==> src/rtl/sim_tick_gen.sv <==
`default_nettype none
// ============================================================================
// Module   : sim_tick_gen
// Brief    : Multi-channel programmable tick generator with free-run, freeze
//            and counted single-step control. Optional macro SIM_TICK_CNT_EN
//            adds a 32-bit channel-0 tick counter output (TICK_CNT).
// Revision : 1.0 - initial release
// ============================================================================
module sim_tick_gen #(
    parameter int NUM_CH    = 4,
    parameter int DIV_W     = 16,
    parameter int DIV_RESET = 50000,
    parameter int STEP_W    = 8
) (
    input  logic                                       CLK_50MHZ,
    input  logic                                       RST,
    input  logic                                       RUN_EN,
    input  logic                                       CFG_WE,
    input  logic [((NUM_CH > 1) ? $clog2(NUM_CH) : 1)-1:0] CFG_CH,
    input  logic [DIV_W-1:0]                           CFG_DIV,
    input  logic                                       STEP_REQ,
    input  logic [STEP_W-1:0]                          STEP_COUNT,
    output logic                                       STEP_BUSY,
    output logic [NUM_CH-1:0]                          TICK,
    output logic [NUM_CH-1:0]                          SIM_CLK,
`ifdef SIM_TICK_CNT_EN
    output logic [31:0]                                TICK_CNT,
`endif
    output logic [7:0]                                 LED
);

    localparam int                CH_W       = (NUM_CH > 1) ? $clog2(NUM_CH) : 1;
    localparam logic [DIV_W-1:0]  c_DIV_INIT = DIV_W'(DIV_RESET);

    typedef enum logic [1:0] {
        S_IDLE = 2'd0,
        S_RUN  = 2'd1,
        S_STEP = 2'd2
    } state_t;

    state_t              r_state;
    logic [STEP_W-1:0]   r_remaining;
    logic                r_stepBusy;
    logic                r_runEnQ;

    logic [DIV_W-1:0]    r_cnt [NUM_CH];
    logic [DIV_W-1:0]    r_div [NUM_CH];
    logic [NUM_CH-1:0]   r_tick;
    logic [NUM_CH-1:0]   r_simClk;

    logic [NUM_CH-1:0]   w_term;
    logic [NUM_CH-1:0]   w_cfgHit;
    logic                w_enable;
    logic                w_tick0Now;

    assign w_enable = (r_state == S_RUN) || (r_state == S_STEP);

    // Terminal-count and config-hit decode per channel; a divide of 0 behaves as 1.
    generate
        for (genvar i = 0; i < NUM_CH; i++) begin : g_ch
            logic [DIV_W-1:0] w_divEff;
            assign w_divEff    = (r_div[i] == '0) ? DIV_W'(1) : r_div[i];
            assign w_term[i]   = (r_cnt[i] == (w_divEff - DIV_W'(1)));
            assign w_cfgHit[i] = CFG_WE && (CFG_CH == CH_W'(i));
        end
    endgenerate

    // Channel 0 tick being registered on this edge; a colliding config write suppresses it.
    assign w_tick0Now = w_enable && w_term[0] && !w_cfgHit[0];

    always_ff @(posedge CLK_50MHZ) begin
        if (RST) begin
            for (int i = 0; i < NUM_CH; i++) begin
                r_cnt[i] <= '0;
                r_div[i] <= c_DIV_INIT;
            end
            r_tick   <= '0;
            r_simClk <= '0;
        end else begin
            for (int i = 0; i < NUM_CH; i++) begin
                if (w_cfgHit[i]) begin
                    r_div[i]  <= CFG_DIV;
                    r_cnt[i]  <= '0;
                    r_tick[i] <= 1'b0;
                end else if (w_enable) begin
                    if (w_term[i]) begin
                        r_cnt[i]    <= '0;
                        r_tick[i]   <= 1'b1;
                        r_simClk[i] <= ~r_simClk[i];
                    end else begin
                        r_cnt[i]  <= r_cnt[i] + DIV_W'(1);
                        r_tick[i] <= 1'b0;
                    end
                end else begin
                    r_tick[i] <= 1'b0;
                end
            end
        end
    end

    always_ff @(posedge CLK_50MHZ) begin
        if (RST) begin
            r_state     <= S_IDLE;
            r_remaining <= '0;
            r_stepBusy  <= 1'b0;
            r_runEnQ    <= 1'b0;
        end else begin
            r_runEnQ <= RUN_EN;
            case (r_state)
                S_IDLE: begin
                    if (RUN_EN) begin
                        r_state <= S_RUN;
                    end else if (STEP_REQ && (STEP_COUNT != '0)) begin
                        r_state     <= S_STEP;
                        r_remaining <= STEP_COUNT;
                        r_stepBusy  <= 1'b1;
                    end
                end
                S_RUN: begin
                    if (!RUN_EN) begin
                        r_state <= S_IDLE;
                    end
                end
                S_STEP: begin
                    if (RUN_EN) begin
                        r_state     <= S_RUN;
                        r_remaining <= '0;
                        r_stepBusy  <= 1'b0;
                    end else if (w_tick0Now) begin
                        // Busy falls on the same edge that registers the final tick.
                        if (r_remaining == STEP_W'(1)) begin
                            r_state     <= S_IDLE;
                            r_remaining <= '0;
                            r_stepBusy  <= 1'b0;
                        end else begin
                            r_remaining <= r_remaining - STEP_W'(1);
                        end
                    end
                end
                default: begin
                    r_state     <= S_IDLE;
                    r_remaining <= '0;
                    r_stepBusy  <= 1'b0;
                end
            endcase
        end
    end

`ifdef SIM_TICK_CNT_EN
    logic [31:0] r_tickCnt;

    always_ff @(posedge CLK_50MHZ) begin
        if (RST) begin
            r_tickCnt <= '0;
        end else if (w_tick0Now) begin
            r_tickCnt <= r_tickCnt + 32'd1;
        end
    end

    assign TICK_CNT = r_tickCnt;
`endif

    assign TICK      = r_tick;
    assign SIM_CLK   = r_simClk;
    assign STEP_BUSY = r_stepBusy;
    assign LED       = {5'b00000, r_runEnQ, r_stepBusy, r_simClk[0]};

endmodule
`default_nettype wire

==> config.mk <==
export PLATFORM = sky130hd
export DESIGN_NAME = sim_tick_gen
export DESIGN_NICKNAME = d
export VERILOG_FILES = /design/src/rtl/sim_tick_gen.sv
export SDC_FILE = /design/constraint.sdc
export NUM_CORES = 1
export LEC_CHECK = 0
export BUFFER_PORTS_ARGS = -buffer_cell sky130_fd_sc_hd__buf_2
export CORE_AREA = 2 2 145 147
export CTS_CLUSTER_SIZE = 40
export DETAILED_ROUTE_END_ITERATION = 8
export DIE_AREA = 0 0 147 149
export PLACE_DENSITY_LB_ADDON = 0.25
export SLEW_MARGIN = 10
export SYNTH_ARGS = -nofsm -noshare
export SYNTH_HDL_FRONTEND = slang
export SYNTH_SLANG_ARGS = --single-unit
==> constraint.sdc <==
create_clock -name CLK_50MHZ -period 3.6 [get_ports CLK_50MHZ]
set_input_delay 0.54 -clock CLK_50MHZ [delete_from_list [all_inputs] [get_ports CLK_50MHZ]]
set_output_delay 0.54 -clock CLK_50MHZ [all_outputs]
set_load 0.05 [all_outputs]
Word-level counts from Yosys, hierarchy flattened
Memory sizes are Yosys's and may differ from the RTL's. Index checks and enable logic that the tools add are counted.

Flip-flop bits (word level): 20. Bits in writable memories: 128. Bits of input ports: 31. Output and inout port bits: 17. Logic and storage cells: 177. Memories kept: 2.

$add $sub $neg: 9. Eq/ne operators: 16. Mux-type cells: 93. Bitwise logic cells: 25. Reductions and logical operators: 23.

Memory list: r_cnt (words 4, width 16, read ports 4, clocked after memory_dff 0, write ports 4, RTL line 46) `logic [DIV_W-1:0] r_cnt [NUM_CH];`; r_div (words 4, width 16, read ports 4, clocked after memory_dff 0, write ports 4, RTL line 47) `logic [DIV_W-1:0] r_div [NUM_CH];`.

Operator list (count): 16-bit 2-to-1 mux (20); 16-bit by 1-bit adder with 16-bit output (second input constant) (4); 16-bit equality test (4); 16-bit zero test (4); 16-bit by 1-bit subtractor with 16-bit output (second input constant) (4); 1-bit 2-to-1 mux (59); 8-bit 2-to-1 mux (5); 8-bit case mux with 3 select lines (1); 1-bit OR (16); 2-bit 2-to-1 mux (6); 3-bit AND reduction (4); 1-bit inverter (9); 8-bit by 1-bit equality test with 1-bit output (second input constant) (1); 4-bit AND reduction (2); 8-bit nonzero test (1); 8-bit by 1-bit subtractor with 8-bit output (second input constant) (1); 1-bit logical AND (7); 2-bit equality test (second input constant) (3); 2-bit inequality test (second input constant) (3); 3-bit inequality test (second input constant) (2); 2-bit case mux with 3 select lines (1); 5-bit AND reduction (1); 2-bit by 1-bit equality test with 1-bit output (second input constant) (2); 2-bit zero test (2); 4 further kinds (4).

Longest topological paths before layout
Gate-level depths: netlist of the first run. An unclocked memory read counts as a cell.

Depth in word-level cells: 12. Depth in mapped cells: 15. Depth with buffers taken out: 13.

Worst setup path after synthesis of the first run
Ideal clock, no wire load.

Path kind: flip-flop to flip-flop. From: memory r_div[2][7]. To: memory r_cnt[2][10] (data pin). Setup time: 257 ps. Arrival: 3573 ps. Setup slack: -230 ps. Cell stages (with the launch flop): 16. Buffers on the path: 2. Clock period less this slack: 3830 ps. Path through: edfxtp_1 -> or4_4 -> or4_1 -> buf_2 -> nor2_1 -> nor2_1 -> ha_1 -> nor2b_1 -> or3_1 -> a31oi_1 -> nand4_1 -> a2111oi_4 -> o2111ai_2 -> nand3_2 -> buf_2 -> nor2_1.

RTL lines (RTL line): start, declared (47); end, declared (46).

==> flow_metrics.env, run 1 <==
export IMPL_outcome="complete, but fails checks"
export IMPL_failed_checks="negative setup slack"
export IMPL_setup_tns_ns=-0.003777
export IMPL_fin_ws_ns=-0.003777
export IMPL_antenna_left=0
export IMPL_synthAdderAreaFrac_pct=1.755
export IMPL_final_cell_mix="edfxtp_1, nor2_1, xnor2_1"
export IMPL_rsz0062_at_grt="true"
export IMPL_final_cells=1304
export IMPL_num_rows=53
export IMPL_die_y_um=149
export IMPL_synth_area_um2=9269
export IMPL_grt_total_usage_pct=20.17
export IMPL_fp_dieW_um=147
export IMPL_p_int_mw=3.477
export IMPL_startpoint_type="flip-flop"
export IMPL_synthCells=930
export IMPL_path_clk_slew_ns=0.07
export IMPL_p_seq_share_pct=46.1
export IMPL_synth_area_mux_share_pct=1.741
export IMPL_diodes=0
export IMPL_synth_async_reset_ratio_pct=0
export IMPL_vias=7180
export IMPL_critPathCaptureType="flip-flop"
export IMPL_arrival_ns=3.95
export IMPL_fillers=1907
export IMPL_synth_area_top_cells="edfxtp_1, xnor2_1, xor2_1"
export IMPL_powerDensity_nw_per_um2=464.4
export IMPL_critPathRequiredTime_ns=3.95
export IMPL_cp_top_family="simple AND/OR/NAND/NOR gates"
export IMPL_pin_count=48
export IMPL_yosysTopAreaCell="edfxtp_1"
export IMPL_initial_utilization_pct=45.09
export IMPL_path_class="reg2reg"
export IMPL_finalWirelength_um=21900
export IMPL_power_leakage_nw=3.792
export IMPL_sw_frac_of_total_pct=30.64
export IMPL_gp_congestion=0.8842
export IMPL_dp_cells=1265
export IMPL_synth_simple_gate_area_share_pct=26.48
export IMPL_hp_class="in2reg"
export IMPL_gr_total_overflow=0
export IMPL_area_growth_pct=16.47
export IMPL_synth_edf_count=128
export IMPL_synth_warnings=0
export IMPL_max_cap_violations=0
export IMPL_multi_input_area_um2=4877
export IMPL_path_max_fanout=5
export IMPL_skew_ns=0.01347
export IMPL_core_area_um2=20560
export IMPL_synth_top_family_by_area="simple AND/OR/NAND/NOR gates"
export IMPL_cts_tree="built"
export IMPL_ys_ff_latch=148
export IMPL_place_ws_ns=0.002493
export IMPL_cp_slowest_cell="or4_4"
export IMPL_final_layout_size_suffix_gt1_share_pct=17.59
export IMPL_grt_max_degree=42
export IMPL_cts_hold_buf=0
export IMPL_synth_ff_type="edfxtp_1"
export IMPL_fin_crit_ns=3.604
export IMPL_portBuffers=42
export IMPL_final_common_cell="edfxtp_1"
export IMPL_slew_headroom_pct=51.78
export IMPL_ff_latch_area_um2=4244
export IMPL_layout_core_utilization_pct=52.51
export IMPL_worst_pin_slew_ns=0.7206
export IMPL_clock_sinks=148
export IMPL_syn_avg_cell_area_um2=9.967
export IMPL_final_nets=1060
export IMPL_grt_pass1_wl_um=34850
export IMPL_synth_xor_area_share_pct=12.19
export IMPL_crit_path_max_incr_delay_ns=0.54
export IMPL_fin_area_um2=10800
export IMPL_synth_top_area_share_pct=41.47
export IMPL_crit_path_cell_trace="or4_4, or4_4, nor2_2, nor2_1, ha_2, nor2b_1, or3_1, a31oi_1, nand4_1, a2111oi_4, o2111ai_4, or3_1, a21oi_1"
export IMPL_finalSetupViolations=1
export IMPL_clk_latency_ns=0.43
export IMPL_max_freq_mhz=277.5
export IMPL_wl_per_cell_um=16.80
export IMPL_avgViaCountPerCell=5.506
export IMPL_path_buf_inv=0
export IMPL_dpl_instance_area_um2=10070
export IMPL_grt_pass1_vias=6829
export IMPL_drt_initial_drc_count=489
export IMPL_min_period_over_period_pct=100.1
export IMPL_drv_slew=0
export IMPL_clkPwrFrac_pct=33.9
export IMPL_ys_seq_area_share_pct=45.79
export IMPL_p_comb_share_pct=19.9
export IMPL_cts_buffer_depth=2
export IMPL_switching_power_mw=1.536
export IMPL_drc=0
export IMPL_antenna_found_initial=0
export IMPL_synth_compound_area_share_pct=8.585
export IMPL_finalHoldViolations=0
export IMPL_root_buffer="clkbuf_16"
export IMPL_dp_hpwl_um=15640
export IMPL_ir_drop_mv=0.2959
export IMPL_numCtsBuffers=17
export IMPL_htreeDepth=4
export IMPL_synth_cell_types=82
export IMPL_die_area_um2=21900
export IMPL_dr_pass1_iters=5
[through the flow]
step	power [mW]	hold WS (ns)
final	5.013	0.4403
after global routing	5.254	0.4332
after CTS	5.009	0.4278
after detailed placement	3.306	0.4658
after global placement	3.296	0.4619
after floorplan	3.006	0.4512
[what timing repair did]
action	in CTS	in global routing
setup buffers	0	6
setup endpoints to repair	1	79
gates cloned	0	1
resized for setup	1	22
pin swaps	0	22
[layer usage]
metal / vias up / wire [um] / GRT usage, % / share of wire [%]
met5: - / 0 / 0 / 0
met4: 0 / 455 / 6.683 / 2.1
met3: 31 / 1042 / 4.128 / 4.8
met2: 178 / 10240 / 32.11 / 47
met1: 3426 / 10160 / 27.73 / 46
li1: 3545 / - / - / -
[logic make-up after synthesis]
| logic type | Yosys count |
|---|---|
| compound gates | 106 |
| xor+xnor | 129 |
| fa+ha+maj | 13 |
| buf+inv | 64 |
| flops | 148 |
| mux | 15 |
| other cells | 1 |
| simple gates | 454 |
[final timing paths]
check | from | to | slack, ns | cells past startpoint
worst max-delay path | r_div[2][7]$_SDFFCE_PN0P_ | SIM_CLK[2]$_SDFFE_PP0P_ | -0.004 | 13
worst min-delay path | RUN_EN | r_runEnQ$_SDFF_PP0_ | 0.44 | 2
worst max register to register | r_div[2][7]$_SDFFCE_PN0P_ | SIM_CLK[2]$_SDFFE_PP0P_ | -0.004 | 13
worst min register to register | STEP_BUSY$_SDFFE_PP0P_ | STEP_BUSY$_SDFFE_PP0P_ | 0.48 | 2
[state kept, by name, indices dropped and copies added (netlist names)]
signal and flops:
r_runEnQ 1, r_cnt 64, r_remaining 8, TICK 4, STEP_BUSY 1, r_state 2, r_div 64, SIM_CLK 4
[synthesized netlist by cell type, drive strengths merged (4+ instances only)]
cell type	instances
edfxtp	128
nor2	122
xnor2	73
nand2	58
xor2	56
and2	46
or3	41
nand3	36
nor3	30
o21ai	25
inv	24
buf	20
dfxtp	20
clkbuf	19
nand4	19
nor4	17
a21oi	16
ha	13
nor2b	13
or4	13
and3	12
mux2i	12
nand2b	9
a31oi	8
nand3b	8
nor3b	7
o31ai	6
o41ai	5
or3b	5
and4	4
o2111ai	4
o21a	4
[worst reg2reg max path: cells and delay by family (launching register included)]
| kind | cells | cell delay [ns] |
|---|---|---|
| adder cells (fa/ha/maj) | 1 | 0.21 |
| AND/OR/NAND/NOR | 8 | 2.06 |
| flip-flops | 1 | 0.39 |
| AO/OA/AOI/OAI | 4 | 0.87 |
[final cells by class]
| type | count | share of cell area, % |
|---|---|---|
| multi-input combinational | 723 | 45.18 |
| sequential | 148 | 39.31 |
| timing repair buffer | 101 | 6.282 |
| clock buffer | 19 | 4.010 |
| tap | 275 | 3.187 |
| clock inverter | 13 | 1.159 |
| inverter | 25 | 0.8693 |
[power by group through the flow]
stage	Sequential, mW	Clock (mW)	Combinational, mW
floorplan	2.28	0	0.724
CTS	2.31	1.73	0.974
detailed placement	2.34	0	0.969
global placement	2.34	0	0.959
global route	2.34	1.81	1.11
finish	2.31	1.70	0.999
Note: power is estimated with default switching activity, not from simulation.
==> run 2: changes to the inputs <==
--- a/config.mk
+++ b/config.mk
@@ -7,8 +7,8 @@
 export LEC_CHECK = 0
 export BUFFER_PORTS_ARGS = -buffer_cell sky130_fd_sc_hd__buf_2
-export CORE_AREA = 2 2 145 147
+export CORE_AREA = 2 2 130 164
 export CTS_CLUSTER_SIZE = 40
 export DETAILED_ROUTE_END_ITERATION = 8
-export DIE_AREA = 0 0 147 149
+export DIE_AREA = 0 0 132 166
 export PLACE_DENSITY_LB_ADDON = 0.25
 export SLEW_MARGIN = 10
==> constraint.sdc (replaced) <==
create_clock -name CLK_50MHZ -period 3.6 [get_ports CLK_50MHZ]
set_input_delay 0.18 -clock CLK_50MHZ [delete_from_list [all_inputs] [get_ports CLK_50MHZ]]
set_output_delay 0.18 -clock CLK_50MHZ [all_outputs]
set_load 0.05 [all_outputs]
==> run 2 against run 1 <==
Net effect: the run still ends with negative setup slack left; sequential power about the same; non-clock buffer count fell by 3; worst setup slack got worse by 0.0018 ns; clock power rose by 9%; critical endpoint unchanged; largest cell class unchanged; first-iteration DRC count down 7.8%; worst hold slack worse by 0.38 ns.
==> flow_metrics.env, run 2 (same netlist as run 1, synthesis figures left out) <==
export IMPL_highest_layer="met4"
export IMPL_clock_sinks=148
export IMPL_diodes=0
export IMPL_cts_buffer_depth=2
export IMPL_dr_wl_met3_um=769
export IMPL_path_max_fanout=5
export IMPL_path_class="reg2reg"
export IMPL_hold_start="RST"
export IMPL_r2r_slack_ns=-0.006
export IMPL_min_to="SIM_CLK[2]$_SDFFE_PP0P_"
export IMPL_cts_hold_buf=0
export IMPL_finalWirelength_um=21610
export IMPL_reg2reg_to="SIM_CLK[2]$_SDFFE_PP0P_"
export IMPL_num_rows=59
export IMPL_die_area_um2=21910
export IMPL_core_area_um2=20450
export IMPL_reg2reg_depth=13
export IMPL_numCtsBuffers=17
export IMPL_fillers=1877
export IMPL_arrival_ns=3.96
export IMPL_final_common_cell="edfxtp_1"
export IMPL_max_freq_mhz=277.3
export IMPL_setup_tns_ns=-0.005614
export IMPL_avgViaCountPerCell=5.523
export IMPL_final_nets=1056
export IMPL_crit_path_max_incr_delay_ns=0.54
export IMPL_grt_max_degree=36
export IMPL_fin_ws_ns=-0.005614
export IMPL_cp_slowest_cell="or4_4"
export IMPL_finalHoldViolations=0
export IMPL_die_y_um=166
export IMPL_reg2reg_from="r_div[2][10]$_SDFFCE_PN0P_"
export IMPL_antenna_left=0
export IMPL_drc=0
export IMPL_failed_checks="negative setup slack"
export IMPL_gr_total_overflow=0
export IMPL_grt_pass1_wl_um=34780
export IMPL_gp_congestion=0.9018
export IMPL_ir_drop_mv=0.3456
export IMPL_outcome="complete, but fails checks"
export IMPL_final_layout_size_suffix_gt1_share_pct=17.17
export IMPL_place_ws_ns=-0.007981
export IMPL_critPathCaptureType="flip-flop"
export IMPL_drt_initial_drc_count=451
export IMPL_startpoint_type="flip-flop"
export IMPL_largestRegisters="r_cnt (64), r_div (64), r_remaining (8)"
export IMPL_cts_tree="built"
export IMPL_pin_count=48
export IMPL_slew_headroom_pct=51.16
export IMPL_rsz0062_at_grt="true"
export IMPL_finalSetupViolations=1
export IMPL_root_buffer="clkbuf_16"
export IMPL_wl_met2_um=10730
export IMPL_antenna_found_initial=0
export IMPL_htreeDepth=4
export IMPL_m1WireLength_um=9489
export IMPL_dr_pass1_iters=5
export IMPL_powerDensity_nw_per_um2=477.7
export IMPL_hp_class="in2reg"
export IMPL_max_cap_violations=0
export IMPL_dp_hpwl_um=15960
export IMPL_min_period_over_period_pct=100.2
export IMPL_vias=7174
export IMPL_path_clk_slew_ns=0.07
export IMPL_initial_utilization_pct=45.33
export IMPL_area_growth_pct=16.10
export IMPL_skew_ns=0.01107
export IMPL_critPathRequiredTime_ns=3.96
export IMPL_final_cell_mix="edfxtp_1, nor2_1, xnor2_1"
export IMPL_fin_crit_ns=3.606
export IMPL_grt_pass1_vias=6961
export IMPL_worst_pin_slew_ns=0.7308
export IMPL_crit_path_cell_trace="or4_4, or4_4, nor2_2, nor2_1, ha_2, nor2b_4, or3_1, a31oi_1, nand4_1, a2111oi_4, o2111ai_2, or3_1, a21oi_1"
export IMPL_hold_depth=2
export IMPL_drv_slew=0
export IMPL_fp_dieW_um=132
export IMPL_clk_latency_ns=0.43
export IMPL_power_leakage_nw=3.800
export IMPL_portBuffers=42
export IMPL_wl_per_cell_um=16.64
export IMPL_grt_total_usage_pct=19.81
run 2: how the worst max path moves through the flow:
stage | end | from | cells after the start
after global placement | r_cnt[2][13]$_SDFFCE_PN0P_ | r_div[2][10]$_SDFFCE_PN0P_ | 13
final | SIM_CLK[2]$_SDFFE_PP0P_ | r_div[2][10]$_SDFFCE_PN0P_ | 13
after global routing | SIM_CLK[2]$_SDFFE_PP0P_ | r_div[2][10]$_SDFFCE_PN0P_ | 13
after detailed placement | r_cnt[2][4]$_SDFFCE_PN0P_ | r_div[2][10]$_SDFFCE_PN0P_ | 13
after CTS | r_cnt[2][3]$_SDFFCE_PN0P_ | r_div[2][10]$_SDFFCE_PN0P_ | 13
after floorplan | r_cnt[0][10]$_SDFFCE_PN0P_ | r_div[0][9]$_SDFFCE_PN1P_ | 15
run 2: repair_timing:
item	CTS	global route
gates resized for setup	2	14
setup buffers	0	5
setup endpoints to repair	6	73
pin swaps	0	4
run 2: power breakdown:
group / switching [mW] / leakage [nW] / total [mW] / internal, mW
logic: 0.550 / 2.02 / 0.978 / 0.429
clock network: 0.751 / 0.291 / 1.85 / 1.10
registers: 0.229 / 1.49 / 2.31 / 2.08
run 2: critical path, delay by kind of cell (launching register included):
family,cells,cell delay (ns)
and+or+nand+nor,8,2.12
AOI/OAI and AO/OA,4,0.82
DFF,1,0.40
adders and majority gates,1,0.21
run 2: cell type report:
type	count	area, um2	share of cell area [%]
tap	274	342.8	3.186
clock inverter	14	180.2	1.674
sequential	148	4244	39.44
inverter	25	93.84	0.8720
multi-input combinational	722	4821	44.80
clock buffer	18	429.2	3.988
timing repair buffer	98	650.6	6.046
run 2: per-stage QoR:
stage / cell area [um2] / total power [mW] / util, % / std cells / hold WS (ns)
floorplan: 9325 / 3.006 / - / 934 / 0.3374
detailed placement: 10040 / 3.298 / 49.09 / 1262 / 0.4713
CTS: 10660 / 5.148 / 52.13 / 1294 / 0.04659
global route: 10760 / 5.373 / 52.63 / 1299 / 0.05716
global placement: 10040 / 3.289 / 49.09 / 1262 / 0.4605
finish: 10760 / 5.140 / 52.63 / 1299 / 0.06376
run 2: per-layer routing:
| metal | up-vias | global-route usage [%] |
|---|---|---|
| met4 | 0 | 7.987 |
| met3 | 47 | 2.991 |
| met2 | 156 | 33.97 |
| li1 | 3528 | - |
| met5 | - | 0 |
| met1 | 3443 | 25.02 |
==> run 3: changes to the inputs <==
Settings changed: CORE_AREA 2 2 130 164 to 2 2 145 147, DIE_AREA 0 0 132 166 to 0 0 147 149, SETUP_SLACK_MARGIN set to 0.02.
==> run 3 against run 2 <==
Net effect: the flow now finishes without violations; sequential cell count unchanged; register-to-register slack about the same; non-clock buffer count down 1; power down 0.17%; critical path type unchanged; largest cell class unchanged.
==> flow_metrics.env, run 3 (same netlist as run 1, synthesis figures left out) <==
export IMPL_outcome="finished, final reports clean"
export IMPL_wl_per_cell_um=16.66
export IMPL_skew_ns=0.01248
export IMPL_gr_total_overflow=0
export IMPL_arrival_ns=3.95
export IMPL_startpoint="r_div[2][10]$_SDFFCE_PN0P_"
export IMPL_final_cells=1299
export IMPL_multi_input_area_um2=4841
export IMPL_reg2reg_depth=13
export IMPL_antenna_found_initial=1
export IMPL_drv_slew=0
export IMPL_r2r_slack_ns=0.008
export IMPL_reg2reg_from="r_div[2][10]$_SDFFCE_PN0P_"
export IMPL_diodes=0
export IMPL_dp_cells=1263
export IMPL_largestRegisters="r_cnt (64), r_div (64), r_remaining (8)"
export IMPL_rsz0062_at_grt="true"
export IMPL_dpl_instance_area_um2=10070
export IMPL_fp_dieW_um=147
export IMPL_max_cap_violations=0
export IMPL_critPathRequiredTime_ns=3.96
export IMPL_final_nets=1055
export IMPL_fin_crit_ns=3.592
export IMPL_drt_initial_drc_count=553
export IMPL_pin_count=48
export IMPL_slew_headroom_pct=50.43
export IMPL_grt_pass1_vias=6627
export IMPL_setup_tns_ns=0
export IMPL_fillers=1886
export IMPL_min_period_over_period_pct=99.79
export IMPL_reg2reg_to="SIM_CLK[2]$_SDFFE_PP0P_"
export IMPL_final_layout_size_suffix_gt1_share_pct=17.58
export IMPL_startpoint_type="flip-flop"
export IMPL_grt_max_degree=43
export IMPL_layout_core_utilization_pct=52.44
export IMPL_fin_area_um2=10780
export IMPL_final_common_cell="edfxtp_1"
export IMPL_path_max_fanout=5
export IMPL_cts_tree="built"
export IMPL_path_class="reg2reg"
export IMPL_vias=7106
export IMPL_holdWs_ns=0.07552
export IMPL_clk_latency_ns=0.43
export IMPL_power_leakage_nw=3.789
export IMPL_gp_congestion=0.8965
export IMPL_path_clk_slew_ns=0.07
export IMPL_power_total_mw=5.132
export IMPL_numCtsBuffers=17
export IMPL_die_y_um=149
export IMPL_critPathCaptureType="flip-flop"
export IMPL_hold_depth=2
export IMPL_cts_buffer_depth=2
export IMPL_finalSetupViolations=0
export IMPL_antenna_left=0
export IMPL_drc=0
export IMPL_worst_pin_slew_ns=0.7418
export IMPL_cts_hold_buf=0
export IMPL_ff_latch_area_um2=4244
export IMPL_avgViaCountPerCell=5.470
export IMPL_portBuffers=42
export IMPL_fin_ws_ns=0.007727
export IMPL_finalWirelength_um=21640
export IMPL_min_to="r_runEnQ$_SDFF_PP0_"
export IMPL_area_growth_pct=16.31
export IMPL_place_ws_ns=-0.02098
export IMPL_dp_hpwl_um=15730
export IMPL_grt_total_usage_pct=19.96
export IMPL_powerDensity_nw_per_um2=476.0
export IMPL_core_area_um2=20560
export IMPL_dr_pass1_iters=5
export IMPL_hold_start="RUN_EN"
export IMPL_final_cell_mix="edfxtp_1, nor2_1, xnor2_1"
export IMPL_finalHoldViolations=0
export IMPL_clock_sinks=148
export IMPL_num_rows=53
export IMPL_hp_class="in2reg"
export IMPL_htreeDepth=4
export IMPL_root_buffer="clkbuf_16"
export IMPL_max_freq_mhz=278.4
export IMPL_die_area_um2=21900
export IMPL_initial_utilization_pct=45.09
export IMPL_ir_drop_mv=0.3199
export IMPL_grt_pass1_wl_um=34510
==> run 3: cell count changes in the layout (fill, tap and decap cells not counted), sizes merged <==
cell / before / now
buf: 98 / 97
clkinv: 7 / 4
bufinv: 3 / 2
inv: 27 / 31
clkbuf: 18 / 17
clkinvlp: 2 / 3
==> run 3: worst max-delay path by stage <==
| stage | end | depth (start not counted) |
|---|---|---|
| detailed placement | r_cnt[2][10]$_SDFFCE_PN0P_ | 13 |
| finish | SIM_CLK[2]$_SDFFE_PP0P_ | 13 |
| global route | SIM_CLK[2]$_SDFFE_PP0P_ | 13 |
| floorplan | r_cnt[2][9]$_SDFFCE_PN0P_ | 15 |
| global placement | r_cnt[2][12]$_SDFFCE_PN0P_ | 13 |
| CTS | SIM_CLK[2]$_SDFFE_PP0P_ | 13 |
==> run 3: routing by layer <==
layer | track usage [%] | up-vias | part of all wire, %
met2 | 32.18 | 162 | 47
met1 | 27.55 | 3397 | 47
met4 | 5.913 | 0 | 1.4
met3 | 3.853 | 23 | 4.1
li1 | - | 3524 | -
met5 | 0 | - | 0
==> run 3: where the power goes <==
group,internal [mW],total (mW),switching [mW]
Clock,1.04,1.83,0.787
Combinational,0.435,0.992,0.557
Sequential,2.08,2.31,0.229
Total,3.56,5.13,1.57
==> run 3: cell type report <==
cell class / instances / area share (%)
Sequential cell: 148 / 39.37
Timing Repair Buffer: 97 / 6.128
Clock inverter: 15 / 1.590
Multi-Input combinational cell: 722 / 44.90
Tap cell: 275 / 3.192
Inverter: 25 / 0.8705
Clock buffer: 17 / 3.946
==> run 3: critical path, stage by stage, from the launching register on <==
cell and delay (ns):
edfxtp_1 0.39, or4_4 0.54, or4_4 0.43, nor2_2 0.09
nor2_1 0.05, ha_2 0.20, nor2b_1 0.13, or3_1 0.36
a31oi_1 0.14, nand4_1 0.14, a2111oi_4 0.35, o2111ai_4 0.20
or3_1 0.34, a21oi_1 0.15
==> run 3: what timing repair did <==
item,in CTS,in global routing
setup buffers,0,4
resized for setup,1,16
setup endpoints to repair,16,78
hold endpoints to repair,0,0
pin swaps,0,10
